`config.mk`:
```
export PLATFORM = sky130hd
export DESIGN_NAME = free_list
export DESIGN_NICKNAME = d
export VERILOG_FILES = /design/src/rtl/free_list.sv
export SDC_FILE = /design/constraint.sdc
export NUM_CORES = 1
export LEC_CHECK = 0
export ABC_AREA = 1
export BUFFER_PORTS_ARGS = -buffer_cell sky130_fd_sc_hd__buf_2
export CAP_MARGIN = 10
export CORE_AREA = 2 2 167 169
export CTS_CLUSTER_DIAMETER = 50
export CTS_CLUSTER_SIZE = 20
export DETAILED_ROUTE_END_ITERATION = 10
export DIE_AREA = 0 0 169 171
export PLACE_DENSITY = 0.7
export SYNTH_ARGS = -nofsm -noshare
export SYNTH_HDL_FRONTEND = slang
export SYNTH_SLANG_ARGS = --single-unit
```
`constraint.sdc`:
```
create_clock -name clk_i -period 3.55 [get_ports clk_i]
set_clock_uncertainty 0.1 [all_clocks]
set_input_delay 1.065 -clock clk_i [delete_from_list [all_inputs] [get_ports clk_i]]
set_output_delay 1.065 -clock clk_i [all_outputs]
set_load 0.02 [all_outputs]
```
`src/rtl/free_list.sv`:
```
// Physical-register free list: circular FIFO of free PR tags popped by dispatch,
// refilled by retire, and restored to full on rollback.
module free_list #(
    parameter int C_DP_NUM       = 2,
    parameter int C_RT_NUM       = 2,
    parameter int C_ARCH_REG_NUM = 32,
    parameter int C_PHY_REG_NUM  = 64,
    localparam int DEPTH = C_PHY_REG_NUM - C_ARCH_REG_NUM,
    localparam int TAG_W = $clog2(C_PHY_REG_NUM),
    localparam int IDX_W = $clog2(DEPTH),
    localparam int PTR_W = IDX_W + 1,
    localparam int AV_W  = $clog2(C_DP_NUM + 1),
    localparam int CNT_W = $clog2(DEPTH + 1)
) (
    input  logic                      clk_i,
    input  logic                      rst_i,
    input  logic                      rollback_i,
    input  logic [C_DP_NUM-1:0]       dp_req_i,
    output logic [C_DP_NUM*TAG_W-1:0] fl_tag_o,
    output logic [AV_W-1:0]           fl_avail_o,
    input  logic [C_RT_NUM-1:0]       rt_valid_i,
    input  logic [C_RT_NUM*TAG_W-1:0] rt_tag_i,
    output logic [CNT_W-1:0]          fl_count_o
);

    logic [TAG_W-1:0] entry_q [DEPTH];
    logic [PTR_W-1:0] head_q, head_d;
    logic [PTR_W-1:0] tail_q, tail_d;
    logic [PTR_W-1:0] count;
    logic [PTR_W-1:0] npop, npush;

    assign count      = tail_q - head_q;
    assign fl_count_o = CNT_W'(count);
    assign fl_avail_o = (count >= PTR_W'(C_DP_NUM)) ? AV_W'(C_DP_NUM) : AV_W'(count);

    // Zero-latency read: slot i always shows entry[head+i], valid or not.
    always_comb begin
        fl_tag_o = '0;
        for (int i = 0; i < C_DP_NUM; i++)
            fl_tag_o[i*TAG_W +: TAG_W] = entry_q[IDX_W'(head_q + PTR_W'(i))];
    end

    always_comb begin
        npop  = '0;
        npush = '0;
        for (int i = 0; i < C_DP_NUM; i++) npop  = npop  + PTR_W'(dp_req_i[i]);
        for (int j = 0; j < C_RT_NUM; j++) npush = npush + PTR_W'(rt_valid_i[j]);
    end

    // Rollback: every slot that is not a retired push becomes free again, so the
    // ring is full starting right after the last push of this cycle.
    always_comb begin
        tail_d = tail_q + npush;
        head_d = head_q + npop;
        if (rollback_i)
            head_d = {~tail_d[PTR_W-1], tail_d[PTR_W-2:0]};
    end

    always_ff @(posedge clk_i or negedge rst_i) begin
        if (!rst_i) begin
            for (int i = 0; i < DEPTH; i++)
                entry_q[i] <= TAG_W'(C_ARCH_REG_NUM + i);
            head_q <= '0;
            tail_q <= {1'b1, {(PTR_W-1){1'b0}}};
        end else begin
            for (int j = 0; j < C_RT_NUM; j++)
                if (rt_valid_i[j])
                    entry_q[IDX_W'(tail_q + PTR_W'(j))] <= rt_tag_i[j*TAG_W +: TAG_W];
            head_q <= head_d;
            tail_q <= tail_d;
        end
    end

    // Protocol checks on the surrounding pipeline; the RTL does not correct these.
    a_pop_avail: assert property (@(posedge clk_i) disable iff (!rst_i)
        !rollback_i |-> ($countones(dp_req_i) <= int'(fl_avail_o)));
    a_no_ovf: assert property (@(posedge clk_i) disable iff (!rst_i)
        !rollback_i |-> (int'(count) + $countones(rt_valid_i) - $countones(dp_req_i) <= DEPTH));
    a_dp_therm: assert property (@(posedge clk_i) disable iff (!rst_i)
        ((dp_req_i + C_DP_NUM'(1)) & dp_req_i) == '0);
    a_rt_therm: assert property (@(posedge clk_i) disable iff (!rst_i)
        ((rt_valid_i + C_RT_NUM'(1)) & rt_valid_i) == '0);

    for (genvar j = 0; j < C_RT_NUM; j++) begin : g_tag0
        a_no_tag0: assert property (@(posedge clk_i) disable iff (!rst_i)
            rt_valid_i[j] |-> (rt_tag_i[j*TAG_W +: TAG_W] != '0));
    end

endmodule
```
After elaboration in Yosys (flattened, before gate mapping)
Index checks and enable logic that the tools add are counted.
- $lt $le $gt $ge: 7
- bitwise logic cells: 5
- reductions and logical operators: 2
- add/subtract/negate cells: 7
- muxes and demuxes: 16
- operators by type and width (kind ; number):
    bitwise mux 192 bit ; 2
    two-way mux 192 bit ; 2
    binary-select mux 6 bit (select 5 bit) ; 2
    demux 6 bit (select 5 bit) ; 2
    two-way mux 6 bit ; 7
    greater-or-equal comparator 6 bit, second input constant ; 4
    inverter 5 -> 6 bit ; 4
    adder 6 x 2 -> 6 bit ; 2
    less-than comparator 6 x 1 -> 1 bit, second input constant ; 2
    adder 5 x 1 -> 5 bit, second input constant ; 2
    greater-or-equal comparator 6 x 2 -> 1 bit, second input constant ; 1
    subtractor 6 bit ; 1
    adder 1 x 1 -> 2 bit ; 2
    logical AND 1 bit ; 2
    two-way mux 2 bit ; 1
    inverter 1 bit ; 1
- output and inout bits: 20
- register bits: 204

Longest topological paths before layout
Gate-level depths: netlist of the first run.
- depth in word-level cells: 9
- depth in mapped cells: 14

Least setup slack after synthesis of the first run
No wires, ideal clock.
- path kind: flip-flop to output port
- start: register head_q[1]
- end: output port fl_avail_o[0]
- data required time: 2385 ps
- arrival time: 2389 ps
- stages on the path, launching flop included: 12
- path slack: -4 ps
- buffers on the path: 3
- path through: dfrtp_1 > buf_2 > inv_1 > buf_2 > buf_2 > fa_1 > xor2_1 > nor2_1 > nand3_1 > nor2_1 > nand2_1 > nor2_1
- longest elaborated chain between the ends: 3
- RTL lines (item ; line ; source):
    start: declaration ; 27 ; logic [PTR_W-1:0] head_q, head_d;
    start signal: assignment ; 63 ; head_q <= '0;
    start signal: assignment ; 69 ; head_q <= head_d;
    subtractor 6 bit ; 32 ; assign count = tail_q - head_q;
    net fl_count_o[2] ; 23 ; output logic [CNT_W-1:0] fl_count_o
    greater-or-equal comparator 6 x 2 -> 1 bit ; 34 ; assign fl_avail_o = (count >= PTR_W'(C_DP_NUM)) ? AV_W'(C_DP_NUM) : AV_W'(count);
    two-way mux 2 bit ; 34 ;
    end: declaration ; 20 ; output logic [AV_W-1:0] fl_avail_o,
The timed path passes the listed nets, and every way through them passes these cells.

Final worst setup path of the first run
- start: register head_q[0]
- end: output port fl_tag_o[7]
- longest elaborated chain between the ends: 5
- RTL lines (item ; line ; source):
    adder 5 x 1 -> 5 bit ; 40 ; fl_tag_o[i*TAG_W +: TAG_W] = entry_q[IDX_W'(head_q + PTR_W'(i))];
    inverter 5 -> 6 bit (implied by the code) ; 40 ;
    binary-select mux 6 bit (select 5 bit) ; 40 ;
    two-way mux 6 bit (implied by the code) (2 in a row) ; 40 ;
    end: declaration ; 19 ; output logic [C_DP_NUM*TAG_W-1:0] fl_tag_o,
Every way passes these cells. The select of a mux whose other input is x is not followed.

==> results of run 1 <==
## metal layers
metal / vias to the layer above / routed length [um]
li1: 7509 / -
met1: 7467 / 23130
met2: 1110 / 24320
met3: 211 / 6792
met4: 0 / 3050
met5: - / 0
## cells in the mapped netlist, types with 2 or more instances
master      n
a21oi_1    14
buf_1       6
buf_2      75
buf_4       3
clkbuf_1   87
dfrtp_1    91
dfstp_2   113
fa_1        3
ha_1        8
inv_1     228
inv_2       2
nand2_1   909
nand2_2     2
nand3_1   303
nand4_1     3
nor2_1     35
nor2_2      3
nor3_2      4
o211ai_1   12
o21ai_0   385
o21ai_1    14
o21ai_2     3
xnor2_1     3
xor2_1     10
## kinds of logic (layout without fill, tap and decap cells)
group	after synthesis	in the layout	synth area share, %
and+or+nand+nor	1261	1261	35.58
adders and majority gates	11	11	1.104
buffers and inverters	402	471	11.18
xor gates and xnor gates	13	13	0.7849
DFF	204	204	36.17
AOI/OAI and AO/OA	431	431	15.19
## layout by cell type, fill, tap and decap left out, drive strengths merged
cell type / synthesis / final
a21oi: 14 / 14
a31oi: 1 / 1
and2: 1 / 1
buf: 85 / 168
bufbuf: 0 / 3
bufinv: 0 / 2
clkbuf: 87 / 42
clkinv: 0 / 8
clkinvlp: 0 / 5
dfrtp: 91 / 91
dfstp: 113 / 113
fa: 3 / 3
ha: 8 / 8
inv: 230 / 243
nand2: 911 / 911
nand3: 303 / 303
nand4: 3 / 3
nor2: 38 / 38
nor3: 5 / 5
o211ai: 12 / 12
o21ai: 402 / 402
o22ai: 1 / 1
o31ai: 1 / 1
xnor2: 3 / 3
xor2: 10 / 10
## power breakdown
group / internal [W] / total (W) / leakage, nW / switching [W]
clock: 0.00181 / 0.00315 / 0.517 / 0.00134
sequential: 0.00381 / 0.00457 / 2.33 / 0.000761
combinational: 0.00566 / 0.0146 / 5.85 / 0.00894
total: 0.0113 / 0.0223 / 8.69 / 0.0110
## final cells by class
| cell class | instances | share of cell area, % |
|---|---|---|
| clock inverter | 26 | 1.538 |
| timing repair buffer | 181 | 11.79 |
| sequential | 204 | 29.09 |
| clock buffer | 32 | 4.317 |
| multi-input combinational | 1716 | 45.84 |
| timing repair inverter | 2 | 0.09701 |
| inverter | 230 | 4.927 |
| tap | 346 | 2.398 |
## through the flow
step                area, um2  power (W)  hold WS, ns
finish                  18060    0.02232       0.3674
global route            18060    0.02359       0.4072
CTS                     17360    0.02040       0.3781
detailed placement      15350    0.01514       0.4330
global placement        15350    0.01496       0.4317
floorplan               14510    0.01167       0.4221
## repair_timing
action / CTS / global route
setup buffers: 15 / 4
hold endpoints to repair: 0 / 0
pin swaps: 41 / 47
resized for setup: 120 / 100
endpoints found under the setup margin: 14 / 15
hold buffers: 0 / 0
cloned: 16 / 9
## registers in the layout (all words and copies together), names as in the netlist
name     cells
tail_q       6
head_q       6
entry_q    192
## path summary, 6_finish.rpt
check                           slack [ns]  depth (start not counted)       from            to
worst max-delay path                 -0.17                         11  head_q[0]   fl_tag_o[7]
worst min-delay path                  0.37                          1      rst_i   entry_q[13]
worst max register to register        1.06                          6  tail_q[3]  entry_q[172]
worst min register to register        0.44                          1  tail_q[5]     tail_q[5]
max in group asynchronous             2.14                          2      rst_i  entry_q[179]
min in group clk_i                    0.44                          1  tail_q[5]     tail_q[5]
==> flow_metrics.py, run 1 <==
metrics = {
    "run_status": {
        "status": "finished with violations",
        "failed_checks": "negative setup slack",
    },
    "logic_synthesis": {
        "synthDistinctLibCells": 30,
        "ys_warn_count": 0,
        "syn-cell-area_um2": 14510,
        "ys_seq_elements": 204,
        "yosysTopAreaCellShare_pct": 23.52,
        "seq_area_frac_synth_pct": 36.17,
        "yosysTopAreaCell": "nand2_1",
        "syn-num-nets": 2352,
        "syn_area_per_cell_um2": 6.247,
        "synth_edf_count": 0,
        "ys.flop_type": "dfstp_2",
        "syn_inst": 2322,
        "ys_top_cells_by_area": "nand2_1 (24%), dfstp_2 (20%), dfrtp_1 (16%), o21ai_0 (13%), nand3_1 (10%)",
        "async_flop_share_pct": 100.0,
    },
    "cells_and_area": {
        "final_util_pct": 66.08,
        "layout-drive-gt1-share_pct": 21.37,
        "multiInputGateArea_um2": 8277,
        "seq_area_um2": 5253,
        "diodes": 0,
        "nets": 2396,
        "fin_cells": 2737,
        "num-fill-cells": 2364,
        "syn2layout_area_growth_pct": 24.47,
    },
    "cts": {
        "cts_buffer_depth": 3,
        "cts_tree": "done",
        "clkSinkCount": 204,
        "clk_latency_ns": 0.58,
        "cts_root_buf": "clkbuf_16",
        "cts_buffers": 31,
        "cts-htree-levels": 1,
        "clkTransAtPathRegs_ns": 0.06,
    },
    "grt": {
        "grt_pass1_vias": 14570,
        "use_met2_pct": 57.07,
        "top_usage_layer": "met2",
        "antenna_found_initial": 0,
        "grt_pass1_wl_um": 84640,
        "globalRouteMet1Util_pct": 54.07,
        "grtUsageMet3_pct": 6.963,
        "grt_max_degree": 79,
        "grt_overflow": 0,
        "grtUsageTotal_pct": 38.22,
    },
    "routing": {
        "vias": 16297,
        "drc": 0,
        "wirelength_um": 57290,
        "drt-wirelength-per-cell_um": 20.93,
        "vias_per_cell": 5.954,
        "ant_nets": 0,
        "drt_first_pass_iters": 6,
        "drt-initial-drc-count": 2482,
    },
    "sta": {
        "grt_setup_unrepaired": "yes",
        "setup_viol": 14,
        "fin_setup_tns_ns": -1.460,
        "max_freq_mhz": 268.5,
        "drv_slew": 0,
        "worst_pin_slew_ns": 0.8363,
        "final_hold_viol_count": 0,
        "fin_ws_ns": -0.1739,
        "maxSlewHeadroom_pct": 43.94,
        "fin_crit_sh_pct": 104.9,
        "timing.final.crit_period_ns": 3.724,
    },
    "floorplanning": {
        "die-area_um2": 28900,
        "die_h_um": 171,
        "start_util_pct": 53.09,
        "core-area_um2": 27320,
        "io_pins": 39,
        "die_w_um": 169,
        "row_count": 61,
    },
    "placement": {
        "dp_hpwl_um": 34180,
        "gp_congestion": 0.9605,
        "dp_cells": 2635,
        "numPortBuffers": 38,
        "dp_slack_ns": 0.2543,
    },
    "pwr": {
        "vdd_drop_max_mv": 0.6147,
        "power_density_nw_per_um2": 1236,
        "leakage_nw": 8.689,
    },
    "setup_path": {
        "crit_arrival_ns": 2.56,
        "endpoint_kind": "output port",
        "worst_setup_path_start_kind": "flop",
        "cp_top_family": "buffers and inverters",
        "crit_required_ns": 2.38,
        "critPathMaxFanout": 6,
        "critPathMaxStageDelay_ns": 0.53,
        "worstSetupPathType": "flop to output port",
        "critPathBufInv": 4,
        "crit_path_cell_trace": "ha_4, clkinvlp_4, buf_12, buf_16, nand3_1, nand3_2, nand3_2, nand2_2, nand2_1, nand2_2, buf_6",
        "cp_slowest_cell": "dfrtp_4",
    },
    "run": {
        "cap_viol_max_count": 0,
    },
    "worst_hold_path": {
        "hold_class": "input pin to async pin",
    },
}
No activity file was read; power rests on OpenSTA's default activity.
==> inputs of run 2 (changes only) <==
GPL_TIMING_DRIVEN = 0   (was unset)
==> run 2 against run 1 <==
Against the previous run: the flow still finishes with violations (negative setup slack); utilization shrank 1.2 points; sequential power grew 1%; critical path depth is the same; largest power group unchanged; cell area shrank 1.8%.
==> flow_metrics.py, run 2 (synthesis gave the netlist of run 1 again) <==
metrics = {
    "cells_and_area": {
        "regMostFlops": "entry_q",
        "reg_top3": "entry_q: 192 flops, head_q: 6 flops, tail_q: 6 flops",
        "num-fill-cells": 2520,
        "design_area_um2": 17740,
        "fin_cells": 2796,
        "final_util_pct": 64.91,
        "final_common_cell": "nand2_1",
        "syn2layout_area_growth_pct": 22.27,
        "layout-drive-gt1-share_pct": 19.48,
        "nets": 2455,
        "layout_common_cells": "nand2_1 (887), o21ai_0 (384), nand3_1 (253)",
        "largest_register_ffs": 192,
    },
    "placement": {
        "dp_slack_ns": -0.3279,
        "dp_cells": 2711,
        "dp_hpwl_um": 47190,
        "place_area_um2": 15220,
        "gp_congestion": 1.103,
        "numPortBuffers": 37,
    },
    "run": {
        "cap_viol_max_count": 0,
    },
    "setup_path": {
        "crit_arrival_ns": 2.56,
        "crit_required_ns": 2.38,
        "critPathMaxFanout": 10,
        "worst_setup_path_start_kind": "flop",
        "endpoint_kind": "output port",
        "worstSetupPathType": "flop to output port",
        "r2r_cells": 9,
    },
    "grt": {
        "grt_pass1_wl_um": 95190,
        "grtUsageTotal_pct": 44.60,
        "antenna_found_initial": 4,
        "grt_pass1_vias": 15611,
        "grt_max_degree": 113,
        "grt_overflow": 0,
    },
    "pwr": {
        "clkPwrFrac_pct": 14.6,
        "pwr-share-comb_pct": 64.6,
        "vdd_drop_max_mv": 0.6092,
        "leakage_nw": 8.515,
        "p_int_w": 0.01094,
        "power_density_nw_per_um2": 1251,
        "power_switching_w": 0.01125,
        "seq_power_share_pct": 20.8,
        "swShare_pct": 50.70,
    },
    "cts": {
        "clk_latency_ns": 0.57,
        "clkTransAtPathRegs_ns": 0.06,
        "clkSinkCount": 204,
        "cts_tree": "done",
        "cts_hold_buf": 0,
        "cts_buffers": 31,
        "cts-htree-levels": 1,
        "cts_root_buf": "clkbuf_16",
        "cts_buffer_depth": 3,
    },
    "run_status": {
        "failed_checks": "negative setup slack",
        "status": "finished with violations",
    },
    "worst_hold_path": {
        "hold_class": "input pin to async pin",
    },
    "sta": {
        "fin_hold_ws_ns": 0.4368,
        "worst_pin_slew_ns": 1.460,
        "grt_setup_unrepaired": "yes",
        "drv_slew": 0,
        "fin_crit_sh_pct": 104.8,
        "maxSlewHeadroom_pct": 2.320,
        "timing.final.crit_period_ns": 3.721,
        "final_hold_viol_count": 0,
        "fin_ws_ns": -0.1714,
        "setup_viol": 13,
        "max_freq_mhz": 268.7,
    },
    "routing": {
        "drt_first_pass_iters": 9,
        "vias_per_cell": 6.011,
        "ant_nets": 0,
        "drc": 0,
        "drt-wirelength-per-cell_um": 23.49,
        "wirelength_um": 65690,
        "drt-initial-drc-count": 2156,
        "vias": 16806,
    },
    "floorplanning": {
        "die_w_um": 169,
        "row_count": 61,
        "start_util_pct": 53.09,
        "io_pins": 39,
        "die_h_um": 171,
        "core-area_um2": 27320,
        "die-area_um2": 28900,
    },
}
## run 2: cell count changes in the layout (fill, tap and decap cells not counted), sizes merged, moves of 2 or more
| cell | delta |
|---|---|
| bufbuf | -3 |
| clkbuf | +81 |
| bufinv | +2 |
| clkinv | -2 |
| buf | -15 |
| inv | -4 |
## run 2: power groups by stage
stage	sequential, W	clock [W]	combinational, W
6_report	0.00462	0.00324	0.0143
3_5_place_dp	0.00455	0	0.0110
3_3_place_gp	0.00453	0	0.0108
4_1_cts	0.00458	0.00323	0.0127
2_1_floorplan	0.00429	0	0.00738
5_1_grt	0.00473	0.00333	0.0152
## run 2: cell type report
| cell class | count | area [um2] | share of cell area [%] |
|---|---|---|---|
| clock buffers | 34 | 797.0 | 4.494 |
| flip-flops and latches | 204 | 5254 | 29.62 |
| diodes | 1 | 2.502 | 0.01411 |
| plain buffers | 171 | 1331 | 7.506 |
| well taps | 346 | 432.9 | 2.441 |
| inverters | 230 | 875.8 | 4.938 |
| multi-input cells | 1716 | 8066 | 45.48 |
| clock inverters | 23 | 286.5 | 1.615 |
| repair buffers | 71 | 690.7 | 3.894 |
## run 2: worst paths after layout
| kind | slack (ns) | end | start |
|---|---|---|---|
| worst max-delay path | -0.17 | fl_tag_o[6] | head_q[1] |
| min in group clk_i | 0.45 | tail_q[5] | tail_q[5] |
| worst max register to register | 0.60 | entry_q[166] | tail_q[1] |
| worst min-delay path | 0.44 | entry_q[19] | rst_i |
| max in group asynchronous | 1.92 | entry_q[178] | rst_i |
| worst min register to register | 0.45 | tail_q[5] | tail_q[5] |
## run 2: metrics by stage
step / TNS (ns) / power [W]
floorplan: 0 / 0.01167
global placement: -295.56 / 0.01537
detailed placement: -2.298 / 0.01560
CTS: -0.3852 / 0.02048
global route: -1.598 / 0.02323
finish: -1.369 / 0.02218
## run 2: what timing repair did
action / CTS / global route
gates resized for setup: 215 / 106
buffers inserted: 15 / 4
gates cloned: 3 / 5
pin swaps: 15 / 25
setup endpoints to repair: 19 / 15
## run 2: worst max-delay path, cell delays in order (launching register included)
cell       delay, ns
dfrtp_2         0.44
buf_4           0.15
ha_4            0.29
clkbuf_16       0.16
buf_12          0.14
nand3_1         0.13
nand3_1         0.12
nand3_2         0.12
nand2_1         0.09
nand2_1         0.05
nand2_1         0.12
buf_4           0.16
## run 2: layer usage
metal  track usage (%)  part of all wire (%)  vias up
li1                  -                     -     7622
met1             55.74                    37     7768
met2             68.07                    42     1089
met3             12.79                    12      325
met4             28.13                   8.2        2
met5                 0                 0.021        -
